### src/rtl/serial_add_ctrl.sv
// Bit-serial adder controller: one shared full-adder cell processes the operands
// LSB-first, one bit per clock, with valid/ready handshakes on both sides.

module fa (
    input  logic x,
    input  logic y,
    input  logic ci,
    output logic s,
    output logic co
);
    assign s  = x ^ y ^ ci;
    assign co = (x & y) | (ci & (x ^ y));
endmodule

module serial_add_ctrl #(
    parameter int WIDTH = 8
) (
    input  logic             clk,
    input  logic             reset,
    input  logic             in_valid,
    output logic             in_ready,
    input  logic [WIDTH-1:0] a,
    input  logic [WIDTH-1:0] b,
    input  logic             cin,
    output logic             out_valid,
    input  logic             out_ready,
    output logic [WIDTH-1:0] sum,
    output logic             cout,
    output logic             busy
);
    localparam int CW = $clog2(WIDTH);
    localparam logic [CW-1:0] LAST = CW'(WIDTH - 1);

    typedef enum logic [1:0] {IDLE, RUN, DONE} state_t;

    state_t           state;
    logic [WIDTH-1:0] a_sh;
    logic [WIDTH-1:0] b_sh;
    logic [WIDTH-1:0] sum_sh;
    logic             carry;
    logic [CW-1:0]    cnt;
    logic             fa_s;
    logic             fa_co;

    fa u_fa (
        .x  (a_sh[0]),
        .y  (b_sh[0]),
        .ci (carry),
        .s  (fa_s),
        .co (fa_co)
    );

    // Reset is folded into the decode so the handshake outputs read low while it is held.
    assign in_ready  = !reset && (state == IDLE);
    assign out_valid = !reset && (state == DONE);
    assign busy      = !reset && (state != IDLE);

    // NOTE: every register here is assigned with <= so all updates see pre-edge values.
    always_ff @(posedge clk) begin
        if (reset) begin
            state  <= IDLE;
            a_sh   <= '0;
            b_sh   <= '0;
            sum_sh <= '0;
            carry  <= 1'b0;
            cnt    <= '0;
            sum    <= '0;
            cout   <= 1'b0;
        end else begin
            unique case (state)
                IDLE: begin
                    if (in_valid) begin
                        a_sh  <= a;
                        b_sh  <= b;
                        carry <= cin;
                        cnt   <= '0;
                        state <= RUN;
                    end
                end
                RUN: begin
                    sum_sh <= {fa_s, sum_sh[WIDTH-1:1]};
                    a_sh   <= a_sh >> 1;
                    b_sh   <= b_sh >> 1;
                    carry  <= fa_co;
                    cnt    <= cnt + 1'b1;
                    if (cnt == LAST) begin
                        sum   <= {fa_s, sum_sh[WIDTH-1:1]};
                        cout  <= fa_co;
                        state <= DONE;
                    end
                end
                DONE: begin
                    if (out_ready) state <= IDLE;
                end
                default: state <= IDLE;
            endcase
        end
    end
endmodule
### config.mk
export PLATFORM = sky130hd
export DESIGN_NAME = serial_add_ctrl
export DESIGN_NICKNAME = d
export VERILOG_FILES = /design/src/rtl/serial_add_ctrl.sv
export SDC_FILE = /design/constraint.sdc
export NUM_CORES = 1
export LEC_CHECK = 0
export ABC_AREA = 1
export CAP_MARGIN = 5
export CORE_ASPECT_RATIO = 0.5
export CORE_MARGIN = 5
export CORE_UTILIZATION = 45
export DETAILED_ROUTE_END_ITERATION = 8
export GPL_ROUTABILITY_DRIVEN = 1
export GPL_TIMING_DRIVEN = 0
export PLACE_DENSITY_LB_ADDON = 0.3
export SYNTH_ARGS = -nofsm -noshare
export SYNTH_HDL_FRONTEND = slang
export SYNTH_SLANG_ARGS = --single-unit
export TNS_END_PERCENT = 100
### constraint.sdc
create_clock -name clk -period 1.25 [get_ports clk]
set_clock_uncertainty 0.1 [all_clocks]
set_input_delay 0.3125 -clock clk [delete_from_list [all_inputs] [get_ports clk]]
set_output_delay 0.3125 -clock clk [all_outputs]
set_load 0.01 [all_outputs]
* Word level (Yosys, flattened, before mapping)
Cells that the tools add are included.
Storage, ports and cells: bits in registers 39, output and inout bits 12, input bits 21
Cells by class: equality and inequality tests 6, reductions and logical operators 10, mux-type cells 12, $add $sub $neg 1, bitwise gates (word level) 5
Operator list (number):
- 8-bit case mux with 2 select lines | 2
- 8-bit 2-to-1 mux | 2
- 2-bit 2-to-1 mux | 3
- 2-bit != test (second input constant) | 3
- 2-bit case mux with 3 select lines | 1
- 3-bit case mux with 2 select lines | 1
- 2-bit AND reduction | 2
- 2-bit nonzero test | 2
- 3-bit by 1-bit adder with 3-bit output (second input constant) | 1
- 3-bit equality test (second input constant) | 1
- 1-bit logical AND | 3
- 3-bit 2-to-1 mux | 1
- 3-bit AND reduction | 1
- 1-bit bitwise AND | 2
- 2-bit by 1-bit equality test with 1-bit output (second input constant) | 1
- 2-bit equality test (second input constant) | 1
- 2-bit zero test | 1
- 1-bit case mux with 2 select lines | 1
- 1-bit XOR | 2
- 1-bit zero test | 1
- 1-bit 2-to-1 mux | 1
- 1-bit bitwise OR | 1

* Depth between registers and ports, before layout
depth after elaboration 4, gate-level depth with buffers 7

* Modules after synthesis
Synthesis repeated with hierarchy kept, for this count alone.
Unflattened totals: cells, all modules 278, area, all modules 1849.3 um2
Modules (own cells, without submodules):
- serial_add_ctrl | instances 1, area each 1829.3 um2, cells an instance 277
- fa | instances 1, area each 20.0 um2, cells an instance 1

* Worst setup path after synthesis
No wires, ideal clock.
path kind flip-flop to output port, from reg state[0], to out in_ready, required time 0.837 ns, cell stages (with the launch flop) 5, setup slack -0.154 ns, data arrival time 0.991 ns, cell sequence dfxtp_1 nor2_2 buf_4 inv_1 nor2_1
On the way: longest elaborated chain between the ends 2
Ends and longest elaborated chain:
- start, declared | RTL line 36 | state_t state;
- start signal, assigned | RTL line 61 | state <= IDLE;
- start signal, assigned | RTL line 77 | state <= RUN;
- start signal, assigned | RTL line 89 | state <= DONE;
- 2-bit zero test | RTL line 54 | assign in_ready = !reset && (state == IDLE);
- 1-bit logical AND | RTL line 54
- end, declared | RTL line 21 | output logic in_ready,
No other way between the ends.

* Worst setup path in the final report
Ends and elaborated chain as after synthesis.

==> impl_results.rst <==
.. list-table::
   :header-rows: 1

   * - Metric
     - Value
   * - Run status
     - finished, violations left
   * - Violated checks
     - negative setup slack
   * - Total gr overflow
     - 0
   * - Number of cells on the critical path
     - 5
   * - Sequential share of the synthesized area
     - 46.0%
   * - Most instantiated flip-flop cell in the synthesis netlist
     - sky130_fd_sc_hd__dfxtp_1
   * - Capturing instance or port of the critical path
     - in_ready
   * - Type of the setup path with the least slack
     - reg -> out
   * - Clk slew on worst S/H paths
     - 0.08 ns
   * - Maximum number of pins on one net before global-route repair
     - 13
   * - Area delta synth->final
     - 62.9%
   * - Post-route DRC
     - 0
   * - Antenna violations before repair
     - 0
   * - Effective utilization at floorplan
     - 47.4%
   * - Depth of the most critical reg-to-reg path
     - 6
   * - Area of the mapped netlist
     - 1660 sq um
   * - Category of cells accounting for the largest share of critical-path delay
     - flip-flops
   * - GR Util All Layers
     - 18.6%
   * - Height of the die
     - 52.9 um
   * - Number of buffers and inverters on the critical path
     - 3
   * - Most used standard cell by instance count after synthesis
     - sky130_fd_sc_hd__nor2_1
   * - Kind of capture point of the worst setup path
     - output port
   * - Largest cells by area after synthesis
     - sky130_fd_sc_hd__dfxtp_1, sky130_fd_sc_hd__nor2_1, sky130_fd_sc_hd__nand2_1
   * - Data arrival time of the critical path
     - 1.16 ns
   * - Buffers added on ports
     - 31
   * - Diode insertion count for antenna repair
     - 0
   * - Number of enable-type register cells in the synthesized netlist
     - 0
   * - Clock Tree Root
     - sky130_fd_sc_hd__clkbuf_8
   * - Detailed Route WL
     - 5620 um
   * - Power per Cell Area
     - 1200 nW/um^2
   * - #FFs+latches synth
     - 38
   * - Switching power share of the total
     - 25.6%
   * - Launch instance of the worst register-to-register path
     - cnt[1]
   * - Part of the power in combinational logic
     - 17.8%
   * - Unrepaired setup endpoints after global routing
     - true
   * - Count of endpoints failing setup in the final report
     - 33
   * - Endpoint of the worst-slack reg-to-reg timing path
     - sum[7]
   * - Internal power contribution
     - 0.00240 W
   * - Final Core Density
     - 77.2%
   * - Slack of the critical path
     - -0.324 ns
   * - Die X-Extent
     - 95.8 um
   * - RePlAce Congestion
     - 0.801
   * - TritonCTS clock tree
     - built
   * - Htree depth
     - 2
   * - ANT nets after route
     - 0
   * - Number of max-slew violations in the final report
     - 0
   * - Maximum fanout encountered on the critical timing path
     - 5
   * - Sw Pwr
     - 0.000826 W
   * - CP peak stage delay
     - 0.37 ns
   * - Peak ir drop on the vdd network
     - 0.629 mV
   * - Reg-to-reg setup timing slack
     - -0.08 ns
   * - Critical Path RT
     - 0.84 ns
   * - Worst Hold Margin
     - 0.289 ns
   * - Count of clock tree sinks
     - 38
   * - Buffer depth of the longest clock path
     - 2
   * - Number of library cell types mapped by synthesis
     - 20
   * - Detailed-router iteration count before antenna repair
     - 4
   * - Highest clock frequency the design can meet
     - 635 MHz
   * - CP max-delay cell
     - sky130_fd_sc_hd__dfxtp_4
   * - Startpoint types
     - register
   * - First element of the critical path
     - state[0]
   * - Yosys synthesis warning count
     - 0
   * - Class of the most critical hold timing path
     - in -> reg
   * - Final routed wire length divided by cell count
     - 16.4 um
   * - Post-synth top area cell
     - sky130_fd_sc_hd__dfxtp_1
   * - Number of global-route vias before repair
     - 1599
   * - PnR Total Power
     - 0.00323 W
   * - Pin slew with the least headroom to its limit
     - 0.333 ns
   * - Placeable core region
     - 3490 sq um
   * - Leading post-synthesis cells by instance count
     - sky130_fd_sc_hd__nor2_1, sky130_fd_sc_hd__nand2_1, sky130_fd_sc_hd__dfxtp_1
   * - Proportion of netlist area held by the largest area contributor
     - 46.0%
   * - Power share of the sequential group
     - 41.2%
   * - Ratio of routed vias to standard cells
     - 5.34
   * - Post-Synthesis Cells
     - 233
   * - Boundary pin count
     - 33
   * - Post-Syn Area per Cell
     - 7.10 sq um
   * - Hold violation count in the final report
     - 0
   * - Final critical-path required period
     - 1.57 ns
   * - P_leak
     - 1.23 nW
   * - Share of cells above drive strength 1
     - 43.2%
   * - Wire length of the first global-routing pass
     - 7140 um
   * - Cell breakdown of the critical path
     - nor2_4 > buf_6 > inv_4 > nor2_4 > buf_6
   * - Hpwl dp
     - 2620 um
   * - Post-synthesis net count
     - 257
   * - Clock latency on the worst-skew pair
     - 0.29 ns
   * - Headroom to the max-slew limit
     - 77.8%
   * - Vias after detailed routing
     - 1830
   * - Full die area
     - 5070 sq um
   * - Async set-reset flop share out of synthesis
     - 0%
   * - Part of the power in the clock network
     - 41.0%
   * - Final clock period utilization by the worst path
     - 126%
   * - DR iter-0 viols
     - 83
   * - CTS Buf Count
     - 5
   * - Net total in the final layout
     - 315
   * - Reported max-cap violation count
     - 0
   * - FP Rows
     - 15
==> how the worst min path moves through the flow <==
stage               startpoint  depth (start not counted)  endpoint  slack, ns
CTS                   in_valid                          3  state[0]       0.27
floorplan                reset                          1  state[0]       0.27
finish                in_valid                          3  state[0]       0.29
detailed placement      cnt[0]                          1    cnt[0]       0.36
global route          in_valid                          3  state[0]       0.30
global placement        cnt[0]                          1    cnt[0]       0.35
==> per-layer routing <==
layer	vias up	share of wire [%]	global-route usage, %
li1	855	-	-
met1	879	40	21.8
met2	72	51	32.1
met3	24	5.6	4.69
met4	0	3.7	8.96
met5	-	0	0
==> cells by family after synthesis <==
kind of cell               synth area share (%)
buffers and inverters                      8.54
and+or+nand+nor                            35.5
DFF                                        46.0
adders and majority gates                  2.72
AOI/OAI and AO/OA                          7.26
==> layout make-up <==
class | count | area, sq um
fill | 232 | 795
multi-input combinational | 166 | 1070
clock inverter | 2 | 60.1
sequential | 38 | 783
inverter | 21 | 88.8
timing repair buffer | 49 | 449
clock buffer | 6 | 82.6
tap | 51 | 63.8
buffer | 10 | 103
==> registers in the layout, indices dropped and copies added (netlist names) <==
signal  cells
carry       1
a_sh        8
sum         8
cnt         3
sum_sh      7
b_sh        8
state       2
cout        1
==> layout by cell type, fill, tap and decap left out, types with 2 or more instances in the layout <==
| master | netlist | final |
|---|---|---|
| sky130_fd_sc_hd__nand2_4 | 1 | 10 |
| sky130_fd_sc_hd__dfxtp_2 | 0 | 9 |
| sky130_fd_sc_hd__nand3_1 | 31 | 23 |
| sky130_fd_sc_hd__inv_4 | 0 | 2 |
| sky130_fd_sc_hd__ha_4 | 0 | 2 |
| sky130_fd_sc_hd__clkdlybuf4s50_1 | 0 | 18 |
| sky130_fd_sc_hd__nand2_1 | 47 | 25 |
| sky130_fd_sc_hd__buf_6 | 1 | 9 |
| sky130_fd_sc_hd__buf_8 | 0 | 3 |
| sky130_fd_sc_hd__inv_1 | 20 | 16 |
| sky130_fd_sc_hd__nand3_2 | 0 | 8 |
| sky130_fd_sc_hd__nand2_8 | 0 | 3 |
| sky130_fd_sc_hd__clkbuf_8 | 0 | 7 |
| sky130_fd_sc_hd__o21ai_1 | 0 | 4 |
| sky130_fd_sc_hd__buf_12 | 0 | 3 |
| sky130_fd_sc_hd__nor2_2 | 1 | 5 |
| sky130_fd_sc_hd__buf_4 | 4 | 9 |
| sky130_fd_sc_hd__dfxtp_4 | 0 | 3 |
| sky130_fd_sc_hd__dfxtp_1 | 38 | 26 |
| sky130_fd_sc_hd__bufinv_16 | 0 | 2 |
| sky130_fd_sc_hd__clkbuf_2 | 0 | 2 |
| sky130_fd_sc_hd__buf_2 | 2 | 13 |
| sky130_fd_sc_hd__nor2_4 | 2 | 7 |
| sky130_fd_sc_hd__inv_2 | 1 | 2 |
| sky130_fd_sc_hd__nor2_1 | 51 | 43 |
| sky130_fd_sc_hd__a21oi_2 | 0 | 10 |
| sky130_fd_sc_hd__o21ai_0 | 12 | 7 |
| sky130_fd_sc_hd__a21oi_1 | 12 | 2 |
| sky130_fd_sc_hd__nand2_2 | 2 | 13 |
==> per-stage QoR <==
stage	cell area [sq um]	std cells	setup TNS (ns)	setup WS (ns)
2_1_floorplan	1680	233	0	0.0137
3_3_place_gp	2050	315	-16.91	-1.13
3_5_place_dp	2050	315	-17.74	-1.16
4_1_cts	2300	330	-0.888	-0.308
5_1_grt	2700	343	-4.18	-0.369
6_report	2700	343	-2.35	-0.324
==> worst min-delay path: stages <==
cell and delay, ns:
sky130_fd_sc_hd__buf_2 0.18, sky130_fd_sc_hd__nand2_4 0.11, sky130_fd_sc_hd__a21oi_2 0.05
==> power groups by stage <==
stage	Combinational, W	Clock [W]	Sequential (W)
2_1_floorplan	0.000228	0	0.00133
3_3_place_gp	0.000346	0	0.00134
3_5_place_dp	0.000352	0	0.00134
4_1_cts	0.000400	0.00130	0.00131
5_1_grt	0.000619	0.00138	0.00133
6_report	0.000575	0.00132	0.00133
==> timing repair <==
item	CTS	global route
gates cloned	1	2
resized for setup	73	95
pin swaps	4	36
buffers inserted	6	11
setup endpoints to repair	49	42
hold buffers	0	0
No activity file was read; power rests on OpenSTA's default activity.
